## config.mk

```make
export PLATFORM = sky130hd
export DESIGN_NAME = pwm_deadtime_gen_flat
export DESIGN_NICKNAME = d
export VERILOG_FILES = /design/src/rtl/fcml_pkg.sv /design/src/rtl/pwm_deadtime_gen_if.sv /design/src/rtl/pwm_duty_shadow.sv /design/src/rtl/pwm_deadtime_gen.sv /design/src/flat_wrapper.sv
export SDC_FILE = /design/constraint.sdc
export NUM_CORES = 1
export LEC_CHECK = 0
export CORE_MARGIN = 1.5
export CORE_UTILIZATION = 45
export CTS_BUF_LIST = sky130_fd_sc_hd__clkbuf_16
export DETAILED_ROUTE_END_ITERATION = 6
export PLACE_DENSITY = 0.68
export SLEW_MARGIN = 25
export SYNTH_ARGS = -nofsm -noshare
export SYNTH_HDL_FRONTEND = slang
export SYNTH_SLANG_ARGS = --single-unit
```

## constraint.sdc

```tcl
create_clock -name clk -period 5 [get_ports clk]
set_clock_uncertainty 0.2 [all_clocks]
set_input_delay 0.5 -clock clk [delete_from_list [all_inputs] [get_ports clk]]
set_output_delay 0.5 -clock clk [all_outputs]
set_load 0.03 [all_outputs]
```

## src/rtl/fcml_pkg.sv

```systemverilog
// -----------------------------------------------------------------------------
// fcml_pkg
// Definitions shared by the FCML PWM dead-time generator slice:
//   RAMP_W      - width of the carrier ramp and duty reference
//   RAMP_MAX    - ramp peak count; the ramp runs 0..RAMP_MAX, then wraps to 0
//   pwm_state_t - gate sequencer states
//   gate_pair_t - complementary gate pair (hi = upper switch, lo = lower switch)
// -----------------------------------------------------------------------------
package fcml_pkg;

    localparam int RAMP_W   = 11;
    localparam int RAMP_MAX = 900;

    typedef enum logic [2:0] {
        SAFE  = 3'd0,
        LO_ON = 3'd1,
        DT_LH = 3'd2,
        HI_ON = 3'd3,
        DT_HL = 3'd4
    } pwm_state_t;

    typedef struct packed {
        logic hi;
        logic lo;
    } gate_pair_t;

endpackage

```

## src/rtl/pwm_deadtime_gen_if.sv

```systemverilog
// -----------------------------------------------------------------------------
// pwm_deadtime_gen_if
// Signal bundle between one FCML switch-pair cell controller and its
// PWM/dead-time generator.
//   ramp_ref     : carrier ramp from the ramp generator (unsigned)
//   duty_ref     : requested compare level (unsigned)
//   duty_valid   : duty_ref is captured into the shadow register this cycle
//   en           : gate enable, 0 forces both gates off
//   fault        : hard fault, 1 forces both gates off
//   gate_hi      : upper switch gate
//   gate_lo      : lower switch gate
//   period_tick  : one-cycle pulse after each ramp wrap
//   fault_status : registered fault indication
// Modports: master drives references/controls; slave is the generator.
// -----------------------------------------------------------------------------
interface pwm_deadtime_gen_if
    import fcml_pkg::*;
#(
    parameter int RAMP_W = fcml_pkg::RAMP_W
);

    logic [RAMP_W-1:0] ramp_ref;
    logic [RAMP_W-1:0] duty_ref;
    logic              duty_valid;
    logic              en;
    logic              fault;
    logic              gate_hi;
    logic              gate_lo;
    logic              period_tick;
    logic              fault_status;

    modport master (
        output ramp_ref, duty_ref, duty_valid, en, fault,
        input  gate_hi, gate_lo, period_tick, fault_status
    );

    modport slave (
        input  ramp_ref, duty_ref, duty_valid, en, fault,
        output gate_hi, gate_lo, period_tick, fault_status
    );

endinterface

```

## src/rtl/pwm_duty_shadow.sv

```systemverilog
// -----------------------------------------------------------------------------
// pwm_duty_shadow
// Period-synchronised duty reference. Requested duty is clamped to
// RAMP_MAX+1, held in a shadow register, and transferred to the active
// compare level only when the carrier ramp wraps, so a period never sees a
// mid-period duty change.
// Ports:
//   clk, rst     : clock, synchronous active-low reset
//   ramp_ref     : carrier ramp
//   duty_ref     : requested duty
//   duty_valid   : capture duty_ref this cycle
//   duty_active  : compare level in force for the current period
//   period_tick  : registered pulse, high for one cycle after a wrap
// -----------------------------------------------------------------------------
module pwm_duty_shadow
    import fcml_pkg::*;
#(
    parameter int RAMP_W   = fcml_pkg::RAMP_W,
    parameter int RAMP_MAX = fcml_pkg::RAMP_MAX
) (
    input  logic              clk,
    input  logic              rst,
    input  logic [RAMP_W-1:0] ramp_ref,
    input  logic [RAMP_W-1:0] duty_ref,
    input  logic              duty_valid,
    output logic [RAMP_W-1:0] duty_active,
    output logic              period_tick
);

    // RAMP_MAX+1 exceeds every ramp value, so it yields a permanently high PWM.
    localparam logic [RAMP_W-1:0] DUTY_LIM = RAMP_W'(RAMP_MAX + 1);

    logic [RAMP_W-1:0] duty_clamped;
    logic [RAMP_W-1:0] duty_shadow;
    logic [RAMP_W-1:0] ramp_prev;
    logic              wrap;

    // NOTE: every variable assigned in an always_comb gets a value on every
    // path (here unconditionally) so no latch is inferred.
    always_comb begin
        duty_clamped = (duty_ref > DUTY_LIM) ? DUTY_LIM : duty_ref;
        wrap         = (ramp_ref < ramp_prev);
    end

    // NOTE: reset is synchronous and active-low; it is sampled only at the
    // clock edge, so it is not in the sensitivity list.
    always_ff @(posedge clk) begin
        if (!rst) begin
            duty_shadow <= '0;
            duty_active <= '0;
            ramp_prev   <= '0;
            period_tick <= 1'b0;
        end else begin
            // NOTE: non-blocking assignments keep every register reading the
            // pre-edge values of its neighbours, independent of statement order.
            ramp_prev   <= ramp_ref;
            period_tick <= wrap;
            if (duty_valid) begin
                duty_shadow <= duty_clamped;
            end
            // A duty presented on the wrap cycle bypasses the shadow so it
            // takes effect for the period that is just starting.
            if (wrap) begin
                duty_active <= duty_valid ? duty_clamped : duty_shadow;
            end
        end
    end

endmodule

```

## src/rtl/pwm_deadtime_gen.sv

```systemverilog
// -----------------------------------------------------------------------------
// pwm_deadtime_gen
// Complementary gate driver for one FCML switch-pair cell. The raw PWM is the
// registered comparison duty_active > ramp_ref; a five-state sequencer turns it
// into gate_hi/gate_lo with DT_CYCLES of both-off dead time on every side
// change. en=0 or fault=1 forces both gates off on the next edge.
// Ports:
//   clk  : reference clock
//   rst  : synchronous, active-low reset
//   bus  : pwm_deadtime_gen_if.slave (ramp/duty/controls in, gates/status out)
// Parameters:
//   RAMP_W, RAMP_MAX : ramp width and peak count
//   DT_CYCLES        : dead time in clk cycles, 1..63
// Build option:
//   FCML_FAULT_LATCH_EN - when defined, a fault latches until reset, holds the
//   gates off and keeps fault_status high. When undefined, the fault is
//   level-sensitive and fault_status is fault delayed by one cycle.
// -----------------------------------------------------------------------------
module pwm_deadtime_gen
    import fcml_pkg::*;
#(
    parameter int RAMP_W    = fcml_pkg::RAMP_W,
    parameter int RAMP_MAX  = fcml_pkg::RAMP_MAX,
    parameter int DT_CYCLES = 5
) (
    input  logic                   clk,
    input  logic                   rst,
    pwm_deadtime_gen_if.slave      bus
);

    localparam logic [2:0] ST_SAFE  = SAFE;
    localparam logic [2:0] ST_LO_ON = LO_ON;
    localparam logic [2:0] ST_DT_LH = DT_LH;
    localparam logic [2:0] ST_HI_ON = HI_ON;
    localparam logic [2:0] ST_DT_HL = DT_HL;

    // The counter is loaded on entry and the exit happens on the cycle it
    // reads zero, giving exactly DT_CYCLES cycles in a dead-time state.
    localparam logic [5:0] DT_LOAD = 6'(DT_CYCLES - 1);

    logic [RAMP_W-1:0] duty_active;
    logic              period_tick;
    logic              cmp_q;
    logic [2:0]        state;
    logic [2:0]        state_nxt;
    logic [5:0]        dt_cnt;
    logic              in_dt;
    logic              enter_dt;
    logic              hold_safe;
    logic              safe_req;
    logic              fault_flag;
    logic              fault_status;
    gate_pair_t        gates_nxt;
    gate_pair_t        gates_q;

    pwm_duty_shadow #(
        .RAMP_W   (RAMP_W),
        .RAMP_MAX (RAMP_MAX)
    ) u_duty_shadow (
        .clk         (clk),
        .rst         (rst),
        .ramp_ref    (bus.ramp_ref),
        .duty_ref    (bus.duty_ref),
        .duty_valid  (bus.duty_valid),
        .duty_active (duty_active),
        .period_tick (period_tick)
    );

`ifdef FCML_FAULT_LATCH_EN
    logic fault_latched;

    always_ff @(posedge clk) begin
        if (!rst) begin
            fault_latched <= 1'b0;
        end else if (bus.fault) begin
            fault_latched <= 1'b1;
        end
    end

    assign hold_safe = fault_latched;
`else
    assign hold_safe = 1'b0;
`endif

    assign safe_req   = bus.fault | ~bus.en | hold_safe;
    assign fault_flag = bus.fault | hold_safe;

    always_comb begin
        state_nxt = state;
        if (safe_req) begin
            state_nxt = ST_SAFE;
        end else begin
            case (state)
                ST_SAFE:  state_nxt = ST_DT_HL;
                ST_LO_ON: if (cmp_q)  state_nxt = ST_DT_LH;
                ST_HI_ON: if (!cmp_q) state_nxt = ST_DT_HL;
                // Side is chosen from the raw PWM at the end of dead time, so a
                // request that reverses mid dead time falls back to the old side.
                ST_DT_LH,
                ST_DT_HL: if (dt_cnt == 6'd0) state_nxt = cmp_q ? ST_HI_ON : ST_LO_ON;
                default:  state_nxt = ST_SAFE;
            endcase
        end

        in_dt    = (state == ST_DT_LH) || (state == ST_DT_HL);
        enter_dt = ((state_nxt == ST_DT_LH) || (state_nxt == ST_DT_HL)) && (state_nxt != state);

        // Gates are decoded from the next state so they change on the same edge
        // as the state register; only single-gate states can assert a gate,
        // which makes hi/lo overlap impossible.
        gates_nxt.hi = (state_nxt == ST_HI_ON);
        gates_nxt.lo = (state_nxt == ST_LO_ON);
    end

    always_ff @(posedge clk) begin
        if (!rst) begin
            state        <= ST_SAFE;
            gates_q      <= '0;
            dt_cnt       <= '0;
            cmp_q        <= 1'b0;
            fault_status <= 1'b0;
        end else begin
            state        <= state_nxt;
            gates_q      <= gates_nxt;
            cmp_q        <= (duty_active > bus.ramp_ref);
            fault_status <= fault_flag;
            if (enter_dt) begin
                dt_cnt <= DT_LOAD;
            end else if (in_dt && (dt_cnt != 6'd0)) begin
                dt_cnt <= dt_cnt - 6'd1;
            end
        end
    end

    assign bus.gate_hi      = gates_q.hi;
    assign bus.gate_lo      = gates_q.lo;
    assign bus.period_tick  = period_tick;
    assign bus.fault_status = fault_status;

endmodule

```

## src/flat_wrapper.sv

```systemverilog
// flat-port wrapper written by rule: the top's interface ports become plain ports
module pwm_deadtime_gen_flat import fcml_pkg::*;
#(
    parameter int RAMP_W    = fcml_pkg::RAMP_W,
    parameter int RAMP_MAX  = fcml_pkg::RAMP_MAX,
    parameter int DT_CYCLES = 5
)
  (clk, rst, bus_ramp_ref, bus_duty_ref, bus_duty_valid, bus_en, bus_fault, bus_gate_hi, bus_gate_lo, bus_period_tick, bus_fault_status);
  pwm_deadtime_gen_if #(.RAMP_W(RAMP_W)) bus_i ();
  input  logic clk;
  input  logic rst;
  input wire logic [$bits(bus_i.ramp_ref)-1:0] bus_ramp_ref;
  input wire logic [$bits(bus_i.duty_ref)-1:0] bus_duty_ref;
  input wire logic [$bits(bus_i.duty_valid)-1:0] bus_duty_valid;
  input wire logic [$bits(bus_i.en)-1:0] bus_en;
  input wire logic [$bits(bus_i.fault)-1:0] bus_fault;
  output wire logic [$bits(bus_i.gate_hi)-1:0] bus_gate_hi;
  output wire logic [$bits(bus_i.gate_lo)-1:0] bus_gate_lo;
  output wire logic [$bits(bus_i.period_tick)-1:0] bus_period_tick;
  output wire logic [$bits(bus_i.fault_status)-1:0] bus_fault_status;
  assign bus_i.ramp_ref = bus_ramp_ref;
  assign bus_i.duty_ref = bus_duty_ref;
  assign bus_i.duty_valid = bus_duty_valid;
  assign bus_i.en = bus_en;
  assign bus_i.fault = bus_fault;
  assign bus_gate_hi = bus_i.gate_hi;
  assign bus_gate_lo = bus_i.gate_lo;
  assign bus_period_tick = bus_i.period_tick;
  assign bus_fault_status = bus_i.fault_status;
  pwm_deadtime_gen #(.RAMP_W(RAMP_W), .RAMP_MAX(RAMP_MAX), .DT_CYCLES(DT_CYCLES)) u_core (.clk(clk), .rst(rst), .bus(bus_i));
endmodule
```

==> results.cfg, run 1 <==
[outcome]
status = finished clean

[worst_setup_path]
cp-end-kind = register
worst-endpoint-required_ps = 4970
worstSetupPathType = input pin to register
crit_arrival_ps = 2650
crit_fanout = 12
worstSetupStartpointType = input pin

[sta]
period_minus_slack_ps = 2679
tns_ps = 0
period_share = 0.5358
fmax_mhz = 373.3
rsz0062_at_grt = no
worst_pin_slew_ps = 845.9
slew_headroom = 0.4343
timing.hold.ws_ps = 238.5
finalSetupViolCount = 0
hold_viol = 0
drv_slew = 0

[power_and_ir_drop]
power.density_mw_per_mm2 = 305.4
netSwitchingPower_uw = 199.3
seq_power_share = 0.481
intPower_uw = 639.4
power_frac_comb = 0.151
p_leak_nw = 1.204
switching_share = 0.2376
clockPowerShare = 0.367
ir_drop_uv = 153.8

[floorplan]
die_w_um = 73.92
initial_utilization = 0.4729
die_h_um = 73.92
core_mm2 = 0.004786
dieArea_mm2 = 0.005464
num_io_pins = 31
fp-row-count = 25

[synthesis]
synthCells = 252
synth_area_mm2 = 0.002263
synth_top_area_frac = 0.4157
yosys-top-cells-count = dfxtp_1, inv_1, nor2_1, nand2_1, ha_1
synthArstFlopShare = 0
synth-seq-area-share = 0.4157
ys_warn_count = 0
synth.most_common_cell = dfxtp_1
synth_edf_count = 0
ys.flop_type = dfxtp_1
synth_area_per_cell_um2 = 8.982
ys_types = 41
synth_top_area_cell = dfxtp_1
synth-seq-cells = 47
syn-num-nets = 302
synth_area_leaders = dfxtp_1, ha_1, inv_1, nor2_1, nand2_1

[clock_network]
cts-htree-levels = 2
tritoncts = built
cts_resized = 0
clk_path_buf_depth = 2
clkTransAtPathRegs_ps = 60
worst_skew_pair.late_latency_ps = 280
cts.sinks = 47
post_cts_buffers = 0
ctsHoldBuffers = 0
root_buffer = clkbuf_16
cts_made_buffers = 5

[placed_design]
dpl-instance-area_mm2 = 0.002613
hpwlAfterDp_mm = 3.078
port_buffers = 30
place_congestion = 0.8468

[routing]
drtPass1Iterations = 4
routedWlPerCell_um = 11.81
ant_nets = 0
vias_per_cell = 4.948
vias = 1727
drt_iter0_drc = 100
wirelength_mm = 4.121
drc = 0

[global_route]
antenna_found_initial = 0
grt_use_total = 0.1687
grt_start_max_net_pins = 27
grt_pass1_vias = 1561
grt_pass1_wl_mm = 6.948
gr-total-overflow = 0

[min_path]
hp-class = register to register

[final_layout]
drive_above_1_share = 0.06383
final_nets = 332
fin_area_mm2 = 0.002746
diodes = 0
syn_to_final_growth_pct = 21.34
utilization = 0.5739

[flow_run]
cap_violations = 0
## registers in the layout (all words and copies together) (netlist names), 3 cells and up
signal	count
u_core.dt_cnt	6
u_core.state	3
u_core.u_duty_shadow.duty_active	11
u_core.u_duty_shadow.duty_shadow	11
u_core.u_duty_shadow.ramp_prev	11
## through the flow
step	power [mW]	instances	worst slack, ps
6_report	0.8387	349	2321
5_1_grt	0.8837	349	2175
4_1_cts	0.8485	349	2303
3_5_place_dp	0.5388	342	2002
3_3_place_gp	0.5361	342	2043
2_1_floorplan	0.4956	252	2650
## cell families (layout without fill, tap and decap cells)
| family | after synthesis | after routing | synth area share |
|---|---|---|---|
| flip-flops | 47 | 47 | 0.4157 |
| AND/OR/NAND/NOR | 83 | 83 | 0.1730 |
| XOR/XNOR | 7 | 7 | 0.02709 |
| adder cells (fa/ha/maj) | 23 | 23 | 0.1271 |
| multiplexers | 11 | 11 | 0.05860 |
| AO/OA/AOI/OAI | 43 | 43 | 0.1316 |
| buffers and inverters | 38 | 68 | 0.06689 |
## power groups by stage
stage,Clock [mW],Combinational (mW),Sequential [mW]
global route,0.335,0.143,0.406
detailed placement,0,0.127,0.412
finish,0.308,0.127,0.404
floorplan,0,0.0835,0.412
CTS,0.317,0.128,0.404
global placement,0,0.124,0.412
## layout by cell type, fill, tap and decap left out, drive strengths merged, types with 5 or more instances in the layout
cell type / count
mux2i: 5
mux2: 6
inv: 31
clkdlybuf4s50: 30
clkbuf: 5
nor2b: 6
ha: 23
o21ai: 10
a21oi: 12
dfxtp: 47
nand2: 25
nor2: 27
and2: 8
## path summary, 6_finish.rpt
kind,from,to,slack (ps),depth (start not counted)
min,u_core.u_duty_shadow.duty_shadow[10],u_core.u_duty_shadow.duty_shadow[10],240,2
min reg2reg,u_core.u_duty_shadow.duty_shadow[10],u_core.u_duty_shadow.duty_shadow[10],240,2
max,bus_ramp_ref[8],u_core.u_duty_shadow.duty_active[7],2320,6
max reg2reg,u_core.u_duty_shadow.ramp_prev[8],u_core.u_duty_shadow.duty_active[7],2670,6
## final cells by class
| cell class | count | area, um2 |
|---|---|---|
| Clock buffer | 5 | 125.1 |
| Clock inverter | 2 | 8.758 |
| Fill cell | 438 | 2039 |
| Inverter | 31 | 116.4 |
| Multi-Input combinational cell | 167 | 1171 |
| Sequential cell | 47 | 940.9 |
| Tap cell | 67 | 83.83 |
| Timing Repair Buffer | 30 | 300.3 |
## critical path: stages
cell and delay, ps:
clkdlybuf4s50_1 430, ha_1 340, a2111oi_2 290, o21ai_1 110
o32a_1 600, mux2_4 380
## layer usage
metal / global-route usage / part of all wire / up-vias
li1: - / - / 910
met1: 0.2321 / 0.52 / 771
met2: 0.2450 / 0.41 / 38
met3: 0.04527 / 0.049 / 8
met4: 0.07819 / 0.020 / 0
met5: 0 / 0 / -
Power figures use the tool's default switching activity.
==> run 2, diff against run 1 <==
--- a/config.mk
+++ b/config.mk
@@ -9,7 +9,7 @@
 export CORE_UTILIZATION = 45
 export CTS_BUF_LIST = sky130_fd_sc_hd__clkbuf_16
 export DETAILED_ROUTE_END_ITERATION = 6
-export PLACE_DENSITY = 0.68
+export PLACE_DENSITY = 0.7
 export SLEW_MARGIN = 25
 export SYNTH_ARGS = -nofsm -noshare
 export SYNTH_HDL_FRONTEND = slang
==> constraint.sdc (replaced) <==
create_clock -name clk -period 2.27 [get_ports clk]
set_clock_uncertainty 0.2 [all_clocks]
set_input_delay 0.227 -clock clk [delete_from_list [all_inputs] [get_ports clk]]
set_output_delay 0.227 -clock clk [all_outputs]
set_load 0.03 [all_outputs]
==> run 2 against run 1 <==
  * Via count is 1.0% higher
  * Count of clock-buffer cells in the layout stayed put
  * Wire length is 1.3% lower
  * Clock power grew to 2.6 times the previous value
  * Global-route usage is 0.75 points higher
  * First-iteration DRC count is 13% lower
  * Non-clock buffer count is 13 higher
  * Cell count is 3.7% higher
  * Critical endpoint is now u_core.u_duty_shadow.duty_active[2]
==> results.cfg, run 2 (synthesized netlist as in run 1, its figures left out) <==
[clock_network]
clkTransAtPathRegs_ps = 60
cts_made_buffers = 5
clk_path_buf_depth = 2
ctsHoldBuffers = 0
cts-htree-levels = 2
cts.sinks = 47
post_cts_buffers = 0
tritoncts = built
worst_skew_pair.late_latency_ps = 280
root_buffer = clkbuf_16

[routing]
drtPass1Iterations = 4
routed.top_layer = met4
drt_iter0_drc = 87
wl_met3_um = 147
wl_met2_mm = 1.778
vias = 1745
drc = 0
wirelength_mm = 4.067
drt-met1-wl_mm = 2.082
routedWlPerCell_um = 11.23
ant_nets = 0
vias_per_cell = 4.820

[final_layout]
final_nets = 345
syn_to_final_growth_pct = 27.47
diodes = 0
utilization = 0.6029
layout_common_cells = dfxtp_1, inv_1, clkdlybuf4s50_1, nor2_1, nand2_1
drive_above_1_share = 0.1119
layout_commonest_cell = dfxtp_1
reg.largest.list = u_core.u_duty_shadow.duty_active x11, u_core.u_duty_shadow.duty_shadow x11, u_core.u_duty_shadow.ramp_prev x11

[power_and_ir_drop]
totalPowerFinal_mw = 1.997
ir_drop_uv = 328.6
power.density_mw_per_mm2 = 692.3
p_leak_nw = 1.281

[sta]
rsz0062_at_grt = no
fmax_mhz = 461.0
hold_viol = 0
worst_pin_slew_ps = 489.1
slew_headroom = 0.6733
finalSetupViolCount = 0
drv_slew = 0
timing.hold.ws_ps = 233.3
period_minus_slack_ps = 2169
period_share = 0.9556

[global_route]
grt_use_total = 0.1762
antenna_found_initial = 0
grt_pass1_wl_mm = 7.334
grt_start_max_net_pins = 15
gr-total-overflow = 0
grt_pass1_vias = 1719

[outcome]
status = finished clean

[min_path]
holdPathStages = 2
min_from = u_core.u_duty_shadow.duty_shadow[10]
min_to = u_core.u_duty_shadow.duty_shadow[10]
hp-class = register to register

[placed_design]
hpwlAfterDp_mm = 3.181
place_congestion = 0.7578
port_buffers = 30

[worst_setup_path]
crit_family = compound AO/OA/AOI/OAI gates
crit_fanout = 8
worst-endpoint-required_ps = 2240
worstSetupPathType = input pin to register
r2r_start = u_core.u_duty_shadow.ramp_prev[8]
cp_num_buf_inv = 1
critPathSlowestCell = o32a_4
slowest_delay_ps = 440
reg2reg_depth = 6
crit_arrival_ps = 2140
r2r_setup_slack_ps = 170
reg2reg_to = u_core.u_duty_shadow.duty_active[2]
worstSetupStartpointType = input pin
path_cells = clkdlybuf4s50_1 > ha_1 > a2111oi_2 > o21ai_1 > o32a_4 > mux2_4
cp-end-kind = register
crit_start = bus_ramp_ref[8]

[floorplan]
dieArea_mm2 = 0.005464
initial_utilization = 0.4729
core_mm2 = 0.004786
die_h_um = 73.92
fp-row-count = 25
num_io_pins = 31
die_w_um = 73.92

[flow_run]
cap_violations = 0
run 2: cell count changes in the layout (fill, tap and decap cells not counted), sizes merged:
cell      change
buf          +13
clkinv        -2
bufinv        +1
clkinvlp      +1
run 2: where the power goes:
part           total (mW)  switching (mW)  leakage [nW]  internal, mW
Clock               0.805           0.292        0.0759         0.513
Sequential          0.889          0.0199         0.386         0.869
Combinational       0.304           0.139         0.819         0.165
run 2: final cells by class:
| class | instances | area, um2 |
|---|---|---|
| Sequential cell | 47 | 940.9 |
| Multi-Input combinational cell | 167 | 1184 |
| Timing Repair Buffer | 43 | 397.9 |
| Fill cell | 419 | 1901 |
| Clock inverter | 2 | 37.54 |
| Tap cell | 67 | 83.83 |
| Inverter | 31 | 116.4 |
| Clock buffer | 5 | 125.1 |
run 2: worst max path at each step:
stage / end / slack (ps) / cells after the start
4_1_cts: u_core.u_duty_shadow.duty_active[2] / 40 / 6
6_report: u_core.u_duty_shadow.duty_active[2] / 100 / 6
2_1_floorplan: u_core.u_duty_shadow.duty_active[2] / 120 / 7
3_5_place_dp: u_core.u_duty_shadow.duty_active[7] / -310 / 6
5_1_grt: u_core.u_duty_shadow.duty_active[9] / 2 / 6
3_3_place_gp: u_core.u_duty_shadow.duty_active[8] / -290 / 6
run 2: what timing repair did:
item,4_1_cts,5_1_grt
setup endpoints to repair,2,11
pin swaps,0,1
gates resized for setup,1,1
run 2: layer usage:
| metal | vias up | track usage |
|---|---|---|
| met5 | - | 0 |
| met4 | 0 | 0.06790 |
| met3 | 5 | 0.05075 |
| met2 | 32 | 0.2768 |
| met1 | 775 | 0.2281 |
| li1 | 933 | - |
run 2: worst reg2reg max path: cells and delay by family (launching register included):
| family | cells | cell delay (ps) |
|---|---|---|
| compound gates | 3 | 850 |
| fa+ha+maj | 1 | 290 |
| buf+inv | 1 | 40 |
| flops | 1 | 300 |
| mux | 1 | 310 |
run 2: through the flow:
step	worst slack (ps)	TNS (ps)	cells	area [um2]
after detailed placement	-307.6	-3464	355	2710
after floorplan	115.3	0	252	2263
after global placement	-286.9	-3194	355	2710
after global routing	2.136	0	362	2885
after CTS	39.67	0	362	2874
final	100.9	0	362	2885
==> run 3, diff against run 2 <==
--- a/config.mk
+++ b/config.mk
@@ -6,11 +6,12 @@
 export NUM_CORES = 1
 export LEC_CHECK = 0
 export CORE_MARGIN = 1.5
-export CORE_UTILIZATION = 45
+export CORE_UTILIZATION = 49
 export CTS_BUF_LIST = sky130_fd_sc_hd__clkbuf_16
 export DETAILED_ROUTE_END_ITERATION = 6
-export PLACE_DENSITY = 0.7
+export PLACE_DENSITY = 0.75
 export SLEW_MARGIN = 25
 export SYNTH_ARGS = -nofsm -noshare
 export SYNTH_HDL_FRONTEND = slang
 export SYNTH_SLANG_ARGS = --single-unit
+export TNS_END_PERCENT = 20
==> run 3 against run 2 <==
  * Utilization up 5.5 points
  * Design area up 0.65%
  * Register-to-register slack worse by 30 ps
  * Maximum frequency down 1.9%
  * Cell count down 5.0%
  * Worst hold slack worse by 120 ps
  * First-iteration DRC count down 18%
  * Via count up 5.2%
  * Wire length up 11%
  * Critical path type unchanged
  * Largest cell class unchanged
==> results.cfg, run 3 (synthesized netlist as in run 1, its figures left out) <==
[outcome]
status = finished clean

[worst_setup_path]
crit_fanout = 7
path_cells = clkdlybuf4s50_1 > ha_1 > a2111oi_4 > o21ai_1 > o32a_4 > buf_4 > mux2i_2
critPathSlowestCell = clkdlybuf4s50_1
worstSetupPathType = input pin to register
slowest_delay_ps = 440
crit_family = compound AO/OA/AOI/OAI gates
worst-endpoint-required_ps = 2240
reg2reg_depth = 7
cp-end-kind = register
cp_num_buf_inv = 2
worstSetupStartpointType = input pin
crit_arrival_ps = 2180
crit_cells = 7

[power_and_ir_drop]
netSwitchingPower_uw = 477.4
seq_power_share = 0.415
p_leak_nw = 1.287
clockPowerShare = 0.437
power.density_mw_per_mm2 = 738.1
intPower_mw = 1.666
switching_share = 0.2228
ir_drop_uv = 408.2
power_frac_comb = 0.148

[sta]
period_share = 0.9736
period_minus_slack_ps = 2210
timing.hold.ws_ps = 114.6
rsz0062_at_grt = no
finalSetupViolCount = 0
slew_headroom = 0.6812
worst_pin_slew_ps = 477.3
fin_ws_ps = 59.96
drv_slew = 0
hold_viol = 0
fmax_mhz = 452.5

[final_layout]
layout_common_cells = dfxtp_1, inv_1, clkdlybuf4s50_1, nor2_1, nand2_1
final_nets = 341
syn_to_final_growth_pct = 28.30
layout_commonest_cell = dfxtp_1
diodes = 0
reg.largest.list = u_core.u_duty_shadow.duty_active x11, u_core.u_duty_shadow.duty_shadow x11, u_core.u_duty_shadow.ramp_prev x11
drive_above_1_share = 0.1096
utilization = 0.6579

[routing]
drt_iter0_drc = 71
routedWlPerCell_um = 13.12
vias_per_cell = 5.337
drc = 0
ant_nets = 0
drtPass1Iterations = 4
vias = 1836
wirelength_mm = 4.512

[flow_run]
cap_violations = 0

[floorplan]
die_h_um = 70.97
num_io_pins = 31
die_w_um = 70.97
initial_utilization = 0.5128
fp-row-count = 24
dieArea_mm2 = 0.005036
core_mm2 = 0.004414

[global_route]
grt_pass1_wl_mm = 7.769
antenna_found_initial = 0
gr-total-overflow = 0
grt_start_max_net_pins = 16
grt_use_total = 0.1927
grt_pass1_vias = 1807

[placed_design]
place_congestion = 0.8136
port_buffers = 30
hpwlAfterDp_mm = 3.348
dp_slack_ps = -334.8

[clock_network]
clk_path_buf_depth = 2
cts.sinks = 47
worst_skew_pair.late_latency_ps = 280
cts_made_buffers = 5
cts-htree-levels = 2
root_buffer = clkbuf_16
clkTransAtPathRegs_ps = 60
post_cts_buffers = 0
tritoncts = built

[min_path]
holdPathStages = 3
hp-class = input pin to register
## run 3: cell types whose count changed in the layout (fill, tap and decap cells not counted), sizes merged
cell           before  now
bufinv              1    2
dlymetal6s2s        0    1
buf                13    9
clkdlybuf4s50      30   29
## run 3: power groups by stage
stage	Combinational (mW)	Clock, mW	Sequential, mW
2_1_floorplan	0.184	0	0.908
3_3_place_gp	0.288	0	0.907
3_5_place_dp	0.297	0	0.908
4_1_cts	0.306	0.944	0.890
5_1_grt	0.352	0.978	0.894
6_report	0.317	0.936	0.890
## run 3: metal layers
metal	global-route usage	share of wire	up-vias	routed length, um
li1	-	-	927	-
met1	0.2380	0.45	867	2048
met2	0.3344	0.50	32	2256
met3	0.03561	0.027	10	121
met4	0.07128	0.019	0	86
met5	0	0	-	0
## run 3: worst paths after layout
kind / start / to / slack (ps)
hold / removal: bus_ramp_ref[8] / u_core.u_duty_shadow.ramp_prev[8] / 110
hold reg to reg: u_core.u_duty_shadow.duty_shadow[10] / u_core.u_duty_shadow.duty_shadow[10] / 260
setup / recovery: bus_ramp_ref[10] / u_core.u_duty_shadow.duty_active[6] / 60
setup reg to reg: u_core.u_duty_shadow.ramp_prev[10] / u_core.u_duty_shadow.duty_active[6] / 140
## run 3: metrics by stage
stage / std cells / TNS, ps / area, um2 / total power, mW
final: 344 / 0 / 2904 / 2.143
after detailed placement: 336 / -3714 / 2661 / 1.205
after floorplan: 252 / 0 / 2263 / 1.092
after global routing: 344 / 0 / 2904 / 2.224
after global placement: 336 / -3083 / 2661 / 1.194
after CTS: 344 / 0 / 2867 / 2.140
## run 3: what timing repair did
action / in CTS / in global routing
pin swaps: 0 / 1
hold buffers: 0 / 0
gates resized for setup: 2 / 6
setup endpoints to repair: 9 / 13
## run 3: final cells by class
class / count / area [um2]
clock buffer: 5 / 125.1
clock inverter: 3 / 67.56
fill: 372 / 1510
inverter: 31 / 116.4
multi-input combinational: 167 / 1219
sequential: 47 / 940.9
tap: 52 / 65.06
timing repair buffer: 39 / 370.4
## run 3: worst min-delay path: cells and delay by family
kind | cells | cell delay, ps
and+or+nand+nor | 1 | 50
buffers and inverters | 2 | 270
